===== config.mk =====
export PLATFORM = sky130hd
export DESIGN_NAME = alu_stream_pipe
export DESIGN_NICKNAME = d
export VERILOG_FILES = /design/src/rtl/alu_stream_pkg.sv /design/src/rtl/param_fifo.sv /design/src/rtl/alu_stream_pipe.sv
export SDC_FILE = /design/constraint.sdc
export NUM_CORES = 1
export LEC_CHECK = 0
export ABC_CLOCK_PERIOD_IN_PS = 3460
export CAP_MARGIN = 20
export CORE_MARGIN = 3
export CORE_UTILIZATION = 30
export DETAILED_ROUTE_END_ITERATION = 7
export SYNTH_ARGS = -nofsm -noshare
export SYNTH_HDL_FRONTEND = slang
export SYNTH_HIERARCHICAL = 1
export SYNTH_SLANG_ARGS = --single-unit

===== constraint.sdc =====
create_clock -name clk -period 3.46 [get_ports clk]
set_input_delay 0.519 -clock clk [delete_from_list [all_inputs] [get_ports clk]]
set_output_delay 0.519 -clock clk [all_outputs]
set_load 0.02 [all_outputs]

===== src/rtl/alu_stream_pkg.sv =====
// Shared definitions for the ALU stream pipeline: opcode encoding and
// command/result field positions as functions of the operand width.
package alu_stream_pkg;

    typedef enum logic [2:0] {
        OP_ADD = 3'b000,
        OP_SUB = 3'b001,
        OP_AND = 3'b010,
        OP_OR  = 3'b011,
        OP_XOR = 3'b100,
        OP_SHL = 3'b101,
        OP_SHR = 3'b110,
        OP_NOT = 3'b111
    } alu_op_e;

    localparam int OP_W = 3;

    // Command word is {op, a, b} with op in the MSBs.
    function automatic int cmd_w(input int dw);
        return OP_W + 2 * dw;
    endfunction

    function automatic int op_lsb(input int dw);
        return 2 * dw;
    endfunction

    function automatic int a_lsb(input int dw);
        return dw;
    endfunction

    function automatic int b_lsb(input int dw);
        return 0 * dw;
    endfunction

    // Result word is {carry, zero, result}.
    function automatic int res_w(input int dw);
        return dw + 2;
    endfunction

    function automatic int zero_bit(input int dw);
        return dw;
    endfunction

    function automatic int carry_bit(input int dw);
        return dw + 1;
    endfunction

endpackage


===== src/rtl/param_fifo.sv =====
// First-word-fall-through FIFO with occupancy output; the head word is
// presented directly from storage the cycle after it is written.
module param_fifo #(
    parameter int WIDTH = 8,
    parameter int DEPTH = 4
) (
    input  logic                     clk,
    input  logic                     reset,
    input  logic [WIDTH-1:0]         wdata,
    input  logic                     wvalid,
    output logic                     wready,
    output logic [WIDTH-1:0]         rdata,
    output logic                     rvalid,
    input  logic                     rready,
    output logic [$clog2(DEPTH):0]   level
);

    localparam int PW = $clog2(DEPTH);
    localparam int LW = PW + 1;
    localparam logic [PW-1:0] PTR_ONE  = PW'(1);
    localparam logic [LW-1:0] LVL_ONE  = LW'(1);
    localparam logic [LW-1:0] LVL_FULL = LW'(DEPTH);

    logic [WIDTH-1:0] mem_q [DEPTH];
    logic [PW-1:0]    wr_ptr_q;
    logic [PW-1:0]    wr_ptr_d;
    logic [PW-1:0]    rd_ptr_q;
    logic [PW-1:0]    rd_ptr_d;
    logic [LW-1:0]    level_q;
    logic [LW-1:0]    level_d;
    logic             wready_s;
    logic             rvalid_s;
    logic             push_s;
    logic             pop_s;

    assign wready_s = (level_q != LVL_FULL);
    assign rvalid_s = (level_q != {LW{1'b0}});
    assign wready   = wready_s;
    assign rvalid   = rvalid_s;
    assign rdata    = mem_q[rd_ptr_q];
    assign level    = level_q;

    // Next-state for pointers and occupancy; pointers wrap naturally as DEPTH is a power of two.
    always_comb begin
        push_s   = wvalid && wready_s;
        pop_s    = rready && rvalid_s;
        wr_ptr_d = wr_ptr_q;
        rd_ptr_d = rd_ptr_q;
        level_d  = level_q;
        if (push_s) begin
            wr_ptr_d = wr_ptr_q + PTR_ONE;
        end else begin
            wr_ptr_d = wr_ptr_q;
        end
        if (pop_s) begin
            rd_ptr_d = rd_ptr_q + PTR_ONE;
        end else begin
            rd_ptr_d = rd_ptr_q;
        end
        case ({push_s, pop_s})
            2'b10:   level_d = level_q + LVL_ONE;
            2'b01:   level_d = level_q - LVL_ONE;
            default: level_d = level_q;
        endcase
    end

    // Control state registers.
    always_ff @(posedge clk) begin
        if (reset) begin
            wr_ptr_q <= {PW{1'b0}};
            rd_ptr_q <= {PW{1'b0}};
            level_q  <= {LW{1'b0}};
        end else begin
            wr_ptr_q <= wr_ptr_d;
            rd_ptr_q <= rd_ptr_d;
            level_q  <= level_d;
        end
    end

    // Storage array carries no reset; a write during reset is suppressed.
    always_ff @(posedge clk) begin
        if (push_s && !reset) begin
            mem_q[wr_ptr_q] <= wdata;
        end
    end

endmodule


===== src/rtl/alu_stream_pipe.sv =====
// Streaming ALU: input FIFO -> single registered ALU stage -> output FIFO,
// with valid/ready handshakes on both ends and a result counter.
module alu_stream_pipe
    import alu_stream_pkg::*;
#(
    parameter int DW    = 4,
    parameter int DEPTH = 4,
    parameter int CNT_W = 16
) (
    input  logic                    clk,
    input  logic                    reset,
    input  logic [3+2*DW-1:0]       wdata,
    input  logic                    wvalid,
    output logic                    wready,
    output logic                    rvalid,
    output logic [DW+1:0]           rdata,
    input  logic                    rready,
    output logic [$clog2(DEPTH):0]  in_level,
    output logic [$clog2(DEPTH):0]  out_level,
    output logic [CNT_W-1:0]        op_count
);

    localparam int CMD_W = cmd_w(DW);
    localparam int RES_W = res_w(DW);
    localparam logic [CNT_W-1:0] CNT_ONE = CNT_W'(1);

    logic [CMD_W-1:0] in_rdata_s;
    logic             in_rvalid_s;
    logic             out_wready_s;
    logic             stage_ready_s;
    logic             in_pop_s;
    logic             out_push_s;

    alu_op_e          op_s;
    logic [DW-1:0]    a_s;
    logic [DW-1:0]    b_s;
    logic [DW:0]      wide_s;
    logic [DW-1:0]    res_s;
    logic             carry_s;
    logic [RES_W-1:0] alu_word_s;

    logic             stage_valid_q;
    logic             stage_valid_d;
    logic [RES_W-1:0] stage_data_q;
    logic [RES_W-1:0] stage_data_d;
    logic [CNT_W-1:0] op_count_q;
    logic [CNT_W-1:0] op_count_d;

    param_fifo #(
        .WIDTH (CMD_W),
        .DEPTH (DEPTH)
    ) u_in_fifo (
        .clk    (clk),
        .reset  (reset),
        .wdata  (wdata),
        .wvalid (wvalid),
        .wready (wready),
        .rdata  (in_rdata_s),
        .rvalid (in_rvalid_s),
        .rready (stage_ready_s),
        .level  (in_level)
    );

    param_fifo #(
        .WIDTH (RES_W),
        .DEPTH (DEPTH)
    ) u_out_fifo (
        .clk    (clk),
        .reset  (reset),
        .wdata  (stage_data_q),
        .wvalid (stage_valid_q),
        .wready (out_wready_s),
        .rdata  (rdata),
        .rvalid (rvalid),
        .rready (rready),
        .level  (out_level)
    );

    assign op_count = op_count_q;

    // Combinational ALU evaluated on the input FIFO head.
    always_comb begin
        op_s    = alu_op_e'(in_rdata_s[op_lsb(DW) +: OP_W]);
        a_s     = in_rdata_s[a_lsb(DW) +: DW];
        b_s     = in_rdata_s[b_lsb(DW) +: DW];
        wide_s  = {(DW+1){1'b0}};
        res_s   = {DW{1'b0}};
        carry_s = 1'b0;
        case (op_s)
            OP_ADD: begin
                wide_s  = {1'b0, a_s} + {1'b0, b_s};
                res_s   = wide_s[DW-1:0];
                carry_s = wide_s[DW];
            end
            OP_SUB: begin
                // The extra MSB of the widened difference is the borrow (a < b).
                wide_s  = {1'b0, a_s} - {1'b0, b_s};
                res_s   = wide_s[DW-1:0];
                carry_s = wide_s[DW];
            end
            OP_AND: res_s = a_s & b_s;
            OP_OR:  res_s = a_s | b_s;
            OP_XOR: res_s = a_s ^ b_s;
            OP_SHL: begin
                res_s   = {a_s[DW-2:0], 1'b0};
                carry_s = a_s[DW-1];
            end
            OP_SHR: begin
                res_s   = {1'b0, a_s[DW-1:1]};
                carry_s = a_s[0];
            end
            OP_NOT: res_s = ~a_s;
            default: begin
                res_s   = {DW{1'b0}};
                carry_s = 1'b0;
            end
        endcase
        alu_word_s                 = {RES_W{1'b0}};
        alu_word_s[DW-1:0]         = res_s;
        alu_word_s[zero_bit(DW)]   = (res_s == {DW{1'b0}});
        alu_word_s[carry_bit(DW)]  = carry_s;
    end

    // Stage handshake: it refills when empty or when its word drains this cycle.
    always_comb begin
        stage_ready_s = !stage_valid_q || out_wready_s;
        in_pop_s      = in_rvalid_s && stage_ready_s;
        out_push_s    = stage_valid_q && out_wready_s;
        stage_valid_d = stage_valid_q;
        stage_data_d  = stage_data_q;
        op_count_d    = op_count_q;
        if (in_pop_s) begin
            stage_valid_d = 1'b1;
            stage_data_d  = alu_word_s;
        end else if (out_push_s) begin
            stage_valid_d = 1'b0;
            stage_data_d  = stage_data_q;
        end else begin
            stage_valid_d = stage_valid_q;
            stage_data_d  = stage_data_q;
        end
        if (out_push_s) begin
            op_count_d = op_count_q + CNT_ONE;
        end else begin
            op_count_d = op_count_q;
        end
    end

    // Stage and counter registers.
    always_ff @(posedge clk) begin
        if (reset) begin
            stage_valid_q <= 1'b0;
            stage_data_q  <= {RES_W{1'b0}};
            op_count_q    <= {CNT_W{1'b0}};
        end else begin
            stage_valid_q <= stage_valid_d;
            stage_data_q  <= stage_data_d;
            op_count_q    <= op_count_d;
        end
    end

endmodule


# [After elaboration in Yosys (flattened, before gate mapping)]
# Memory sizes are Yosys's and may differ from the RTL's. A register that Yosys moved wholly into a read port is not among the register bits.
# Index checks and enable logic that the tools add are counted.
[word_totals] inputBits=15 reg_bits=37 rom_bits=0 latch_bits=0 wordCells=69 n_memories=2 output_inout_bits=30 mem_bits_rw=68
[mem_list] name="u_in_fifo.mem_q" words=4 word_bits=11 rd=1 rd_ports_with_merged_regs=1 wr=1 line="param_fifo.sv:24" source="logic [WIDTH-1:0] mem_q [DEPTH];"
[mem_list] name="u_out_fifo.mem_q" words=4 word_bits=6 rd=1 rd_ports_with_merged_regs=1 wr=1 line="param_fifo.sv:24"
[classes] n_mux=14 n_reduce_logical=16 bitwise_logic=4 order_cmp=0 n_addsub=11 n_mul=0 eq_ne=13 div=0 shift=0
[op_table] cell="4-bit one-hot mux with 8 select lines" count=1
[op_table] cell="16-bit by 1-bit adder with 16-bit output, second input constant" count=1
[op_table] cell="3-bit equality test, second input constant" count=4
[op_table] cell="3-bit one-hot mux with 2 select lines" count=2
[op_table] cell="2-bit by 1-bit adder with 2-bit output, second input constant" count=4
[op_table] cell="2-bit two-way mux" count=4
[op_table] cell="3-bit by 1-bit adder with 3-bit output, second input constant" count=2
[op_table] cell="3-bit by 2-bit equality test with 1-bit output, second input constant" count=2
[op_table] cell="1-bit logical AND" count=6
[op_table] cell="1-bit two-way mux" count=6
[op_table] cell="3-bit inequality test, second input constant" count=2
[op_table] cell="2-bit nonzero test" count=3
[op_table] cell="3-bit nonzero test" count=2
[op_table] cell="3-bit by 1-bit subtractor with 3-bit output, second input constant" count=2
[op_table] cell="4-bit by 4-bit adder with 5-bit output" count=1
[op_table] cell="4-bit by 4-bit subtractor with 5-bit output" count=1
[op_table] cell="4-bit AND" count=1
[op_table] cell="2-bit by 1-bit equality test with 1-bit output, second input constant" count=2
[op_table] cell="2-bit equality test, second input constant" count=2
[op_table] cell="4-bit zero test" count=1
[op_table] cell="4-bit inverter" count=1
[op_table] cell="4-bit OR" count=1
[op_table] cell="1-bit one-hot mux with 4 select lines" count=1
[op_table] cell="4-bit bitwise XOR" count=1
[op_table] cell="other kinds (4)" count=5

# [Longest topological paths before layout]
# Gate-level depths: netlist of run 1.
[logic_depth] ltp_word=5 ltp_mapped=11 ltp_nobuf=10

# [Cells and area by module]
# Netlist of run 1, hierarchy kept.
[modules_own_cells] mod="param_fifo (u_in_fifo)" area_each_um2=2065.7 cells_each=108 n_inst=1
[modules_own_cells] mod="alu_stream_pipe" area_each_um2=1564.0 cells_each=193 n_inst=1
[modules_own_cells] mod="param_fifo (u_out_fifo)" area_each_um2=1348.8 cells_each=82 n_inst=1

# [Least setup slack after synthesis of run 1]
# No wires, ideal clock.
[synth_timing] path_type="register to register" start="register with a tool-made name" end="register stage_data_q[4]" path_stages_with_launch=12 arrival_ps=2671 slack_ps=673 path_buffers=1 setup_time_ps=115 synth_period_minus_slack_ps=2787 cell_sequence="dfxtp_1 > buf_2 > mux4_2 > inv_1 > ha_1 > fa_1 > a21oi_1 > a21oi_1 > o22ai_1 > a2bb2oi_1 > nor4b_2 > a31o_1"
[synth_rtl] item="end signal, assigned" line="alu_stream_pipe.sv:153" source="stage_data_q <= {RES_W{1'b0}};"
[synth_rtl] item="end signal, assigned" line="alu_stream_pipe.sv:157" source="stage_data_q <= stage_data_d;"
[synth_rtl] item="end, declared" line="alu_stream_pipe.sv:44" source="logic [RES_W-1:0] stage_data_q;"

==> impl_metrics.json, run 1 <==
{
  "port_buffers": 44,
  "die_w_um": 135,
  "syn_area_sq_mm": 0.00498,
  "root_buffer": "clkbuf_16",
  "period_needed_ns": 2.95,
  "fmax_mhz": 339,
  "synth_nets": 425,
  "maxSlewHeadroom": 0.530,
  "dr_total_vias": 3029,
  "drive_gt1_frac": 0.132,
  "first_pass_iters": 4,
  "muxShareOfSynthArea": 0.0955,
  "grt_max_degree": 43,
  "cts_buffers": 9,
  "antenna_cells": 0,
  "fin_setup_tns_ns": 0,
  "end_kind": "flop",
  "synth_area_leader_cell": "edfxtp_1",
  "place_congestion": 0.771,
  "yosys.area_share.simple": 0.121,
  "die_area_sq_mm": 0.0182,
  "grt_pass1_vias": 3061,
  "coreArea_sq_mm": 0.0161,
  "final_max_slew_viol_count": 0,
  "ys_async_sr_fraction": 0,
  "critPathMaxFanout": 7,
  "dieHeight_um": 135,
  "leakage_nw": 2.10,
  "final_antenna_net_count": 0,
  "synthAdderAreaFrac": 0.0739,
  "drc": 0,
  "ir_worst_vdd_mv": 0.424,
  "wire_per_inst_um": 13.9,
  "antenna_found_initial": 0,
  "synthTopCellsByArea": "edfxtp_1 41%, dfxtp_1 16%, mux4_2 8.1%",
  "postSynthAreaPerCell_sq_um": 13.0,
  "htreeDepth": 3,
  "tightest_slew_ns": 0.705,
  "cts_buffer_depth": 2,
  "synth_flop_cell": "edfxtp_1",
  "finalClockSkew_ns": 0.00374,
  "gr-total-overflow": 0,
  "grt_pass1_wl_um": 15100,
  "clk_pin_slew_worst_paths_ns": 0.07,
  "synth_top_family_by_area": "simple AND/OR/NAND/NOR gates",
  "pin_count": 45,
  "hp-class": "reg -> reg",
  "pre_cts_slack_ns": 0.488,
  "synth_cell_type_count": 49,
  "powerDensity_mw_per_mm2": 721,
  "yosys-top-cells-count": "68 x edfxtp_1, 41 x dfxtp_1, 38 x nor2_1",
  "dp_hpwl_um": 6430,
  "yosysWarnings": 6,
  "hold_violations": 0,
  "via_per_inst": 4.62,
  "wirelength_um": 9150,
  "max-cap-violations": 0,
  "cts_hold_buf": 0,
  "synthCells": 383,
  "critPathLaunchType": "flop",
  "cts_tree": "built",
  "grt_util_all_layers": 0.107,
  "synth.most_common_cell": "edfxtp_1",
  "synth_edf_count": 68,
  "nNetsFinal": 477,
  "clock_latency_ns": 0.35,
  "ys_ff_latch": 109,
  "worstPathRequired_ns": 3.71,
  "ys_seq_area_frac": 0.575,
  "clock-sinks": 109,
  "rsz0062_at_grt": "false",
  "cts_resized": 0,
  "synth_compound_area_frac": 0.0663,
  "power.total_mw": 4.32,
  "layout_setup_ws_ns": 0.506,
  "period_share": 0.854,
  "cts_setup_buffers": 0,
  "arrival_ns": 3.21,
  "whs_ns": 0.500,
  "setup_viol": 0,
  "drt_iter0_drc": 210,
  "synthXorXnorAreaFrac": 0.0369,
  "status": "finished, final reports clean",
  "rows": 46,
  "syn2layout_area_growth_pct": 20.3,
  "path_class": "reg -> reg",
  "yosysTopAreaCellShare": 0.410,
  "start_util": 0.310
}
## area by class of cell
class,count,area (sq um)
fillers,1531,10100
flip-flops and latches,109,2860
multi-input cells,235,1960
repair buffers,55,518
well taps,216,270
clock buffers,10,239
inverters,25,93.8
clock inverters,6,45.0
## flip-flops by register name, indices dropped and copies added, names as in the netlist, named ones only
signal,cells
u_out_fifo/mem_q,24
u_in_fifo/rd_ptr_q,2
stage_valid_q,1
stage_data_q,6
u_out_fifo/level,3
u_in_fifo/wr_ptr_q,2
u_in_fifo/mem_q,44
u_in_fifo/level,3
op_count,16
u_out_fifo/wr_ptr_q,2
u_out_fifo/rd_ptr_q,2
## worst max-delay path, stage by stage (launching register included)
cell and delay [ns]:
dfxtp_1 0.58, mux4_2 0.61, inv_1 0.12, ha_1 0.20, fa_1 0.42, a21oi_1 0.15
a21oi_1 0.06, o22ai_1 0.13, a2bb2oi_1 0.28, nor4b_2 0.08, a31o_1 0.24
## cells in the final DEF (no fill, tap or decap), types with 5 or more instances in the layout
cell             count
buf_4               11
clkbuf_16            9
clkdlybuf4s50_1     43
dfxtp_1             41
inv_1               24
nor2_1              38
a21oi_1             20
edfxtp_1            68
o21ai_0              9
nand2b_1            10
ha_1                23
nand2_1             16
nor3b_1              8
nand4_1              5
xnor2_1              5
or3_1                5
mux4_2              18
xor2_1              16
## power breakdown
group | switching (mW) | internal (mW) | total, mW
registers | 0.149 | 1.55 | 1.70
clock network | 0.468 | 0.513 | 0.981
logic | 0.863 | 0.773 | 1.64
total | 1.48 | 2.84 | 4.32
## routing by layer
metal | wire length [um] | vias up | track usage | share of wire
li1 | - | 1491 | - | -
met1 | 4170 | 1484 | 0.133 | 0.46
met2 | 4440 | 42 | 0.173 | 0.48
met3 | 370 | 12 | 0.0324 | 0.040
met4 | 168 | 0 | 0.0447 | 0.018
met5 | 0 | - | 0 | 0
## path summary, 6_finish.rpt
check / from / end / slack, ns / cells past startpoint
max: flop / stage_data_q[4] / 0.51 / 10
min: op_count[8] / op_count[8] / 0.50 / 2
max reg2reg: flop / stage_data_q[4] / 0.51 / 10
min reg2reg: op_count[8] / op_count[8] / 0.50 / 2
## kinds of logic after synthesis
family | Yosys count
compound gates | 51
xor+xnor | 21
fa+ha+maj | 27
buf+inv | 39
flops | 109
mux | 24
simple gates | 112
## metrics by stage
stage / instances / util / area (sq um)
global placement: 640 / 0.355 / 5710
global route: 656 / 0.373 / 5990
detailed placement: 640 / 0.355 / 5710
floorplan: 383 / - / 4980
finish: 656 / 0.373 / 5990
CTS: 656 / 0.373 / 5990
No activity file was read; power rests on OpenSTA's default activity.
==> inputs of run 2 (changes only) <==
--- a/config.mk
+++ b/config.mk
@@ -5,7 +5,7 @@
 export SDC_FILE = /design/constraint.sdc
 export NUM_CORES = 1
 export LEC_CHECK = 0
-export ABC_CLOCK_PERIOD_IN_PS = 3460
+export ABC_CLOCK_PERIOD_IN_PS = 2560
 export CAP_MARGIN = 20
 export CORE_MARGIN = 3
 export CORE_UTILIZATION = 30
==> constraint.sdc (replaced) <==
create_clock -name clk -period 2.56 [get_ports clk]
set_input_delay 0.384 -clock clk [delete_from_list [all_inputs] [get_ports clk]]
set_output_delay 0.384 -clock clk [all_outputs]
set_load 0.02 [all_outputs]
==> run 2 against run 1 <==
Net effect:
- the run now ends with negative setup slack left
- power up 51%
- highest routed layer unchanged
- utilization up 2.2 points
- register-to-register slack worse by 0.52 ns
- clock skew up 0.0051 ns
- wire length up 7.5%
==> impl_metrics.json, run 2 (synthesis gave the netlist of run 1 again) <==
{
  "antenna_cells": 0,
  "fin_cells": 683,
  "worstPathRequired_ns": 2.86,
  "rsz0062_at_grt": "true",
  "drive_gt1_frac": 0.240,
  "tightest_slew_ns": 1.08,
  "wire_per_inst_um": 14.4,
  "period_share": 1.01,
  "die_w_um": 135,
  "drc": 0,
  "path_class": "reg -> reg",
  "drt_iter0_drc": 171,
  "leakage_nw": 2.25,
  "place_congestion": 0.752,
  "rows": 46,
  "regMostFlops": "u_in_fifo/mem_q",
  "mostFrequentLayoutCell": "edfxtp_1",
  "max-cap-violations": 0,
  "critPathLaunchType": "flop",
  "whs_path_depth": 2,
  "dieHeight_um": 135,
  "layout_setup_ws_ns": -0.0132,
  "htreeDepth": 3,
  "cts_buffer_depth": 2,
  "via_per_inst": 4.59,
  "grt_max_degree": 50,
  "critPathMaxFanout": 4,
  "pwr-share-seq": 0.348,
  "min-delay-start": "op_count[15]",
  "swShare": 0.347,
  "pin_count": 45,
  "dp_hpwl_um": 6820,
  "arrival_ns": 2.87,
  "end_kind": "flop",
  "final_antenna_net_count": 0,
  "syn2layout_area_growth_pct": 27.5,
  "power.switching_mw": 2.25,
  "nNetsFinal": 504,
  "finalClockSkew_ns": 0.00881,
  "status": "finished, violations left",
  "cts_buffers": 9,
  "hold_violations": 0,
  "dr_total_vias": 3135,
  "layout_common_cells": "68 x edfxtp_1, 43 x clkdlybuf4s50_1, 38 x nor2_1, 38 x dfxtp_1, 35 x buf_4",
  "regToRegSetupSlack_ns": -0.01,
  "start_util": 0.310,
  "grt_util_all_layers": 0.111,
  "fillers": 1472,
  "clock-sinks": 109,
  "period_needed_ns": 2.57,
  "fmax_mhz": 389,
  "largest_reg_flops": 44,
  "first_pass_iters": 6,
  "setup_viol": 1,
  "antenna_found_initial": 0,
  "whs_ns": 0.489,
  "ir_worst_vdd_mv": 0.403,
  "whs_endpoint": "op_count[15]",
  "hp-class": "reg -> reg",
  "power_frac_comb": 0.444,
  "reg2reg_depth": 9,
  "grt_pass1_vias": 3159,
  "internal_power_mw": 4.25,
  "gr-total-overflow": 0,
  "r2r-end": "stage_data_q[2]",
  "port_buffers": 44,
  "root_buffer": "clkbuf_16",
  "die_area_sq_mm": 0.0182,
  "coreArea_sq_mm": 0.0161,
  "final_max_slew_viol_count": 0,
  "cts_tree": "built",
  "powerDensity_mw_per_mm2": 1020,
  "clk_pin_slew_worst_paths_ns": 0.08,
  "grt_pass1_wl_um": 15800,
  "dp.cells": 657,
  "fin_setup_tns_ns": -0.0132,
  "maxSlewHeadroom": 0.278,
  "wirelength_um": 9830,
  "clock_latency_ns": 0.36,
  "violations": "negative setup slack",
  "power_frac_clock": 0.208,
  "pre_cts_slack_ns": -0.0325
}
run 2: cell types whose count changed in the layout (fill, tap and decap cells not counted), moves of 4 or more:
cell / before / now
inv_1: 24 / 20
ha_1: 23 / 18
buf_4: 11 / 35
a21oi_1: 20 / 16
inv_2: 1 / 5
a21oi_2: 0 / 4
run 2: critical path, cell delays in order, from the launching register on:
cell	delay, ns
dfxtp_4	0.39
mux4_2	0.56
ha_4	0.20
fa_2	0.41
xnor2_2	0.16
o311ai_2	0.32
a31oi_2	0.15
nor2_1	0.15
a21oi_1	0.05
nor2_1	0.11
run 2: worst max-delay path by stage:
stage	to	start	cells past startpoint
after global routing	stage_data_q[2]	flop	9
final	stage_data_q[2]	flop	9
after CTS	stage_data_q[4]	flop	10
after detailed placement	stage_data_q[5]	flop	8
after floorplan	stage_data_q[4]	flop	11
after global placement	stage_data_q[5]	flop	8
run 2: timing repair:
item / 4_1_cts / 5_1_grt
hold buffers: 0 / 0
setup endpoints to repair: 4 / 7
hold endpoints to repair: 0 / 0
gates resized for setup: 5 / 23
setup buffers: 0 / 10
pin swaps: 0 / 9
run 2: cell type report:
| type | count | area [sq um] | area share |
|---|---|---|---|
| Sequential cell | 109 | 2870 | 0.452 |
| Timing Repair Buffer | 82 | 753 | 0.119 |
| Clock inverter | 7 | 67.6 | 0.0106 |
| Multi-Input combinational cell | 235 | 2070 | 0.326 |
| Inverter | 25 | 93.8 | 0.0148 |
| Tap cell | 216 | 270 | 0.0426 |
| Clock buffer | 9 | 225 | 0.0355 |
run 2: metal layers:
metal / share of wire / vias to the layer above / GRT usage / wire length [um]
li1: - / 1553 / - / -
met1: 0.44 / 1524 / 0.138 / 4370
met2: 0.50 / 39 / 0.182 / 4890
met3: 0.034 / 19 / 0.0324 / 338
met4: 0.023 / 0 / 0.0492 / 230
met5: 0 / - / 0 / 0
run 2: power groups by stage:
stage          logic, mW  registers, mW  clock network [mW]
2_1_floorplan       1.70           2.30                   0
3_3_place_gp        2.49           2.29                   0
3_5_place_dp        2.52           2.30                   0
4_1_cts             2.58           2.26                1.39
5_1_grt             3.19           2.29                1.47
6_report            2.89           2.26                1.35
run 2: metrics by stage:
step	instance area, sq um	power, mW	util
finish	6350	6.50	0.395
global route	6350	6.95	0.395
CTS	6170	6.23	0.384
detailed placement	5870	4.82	0.366
global placement	5870	4.77	0.366
floorplan	5000	4.00	-
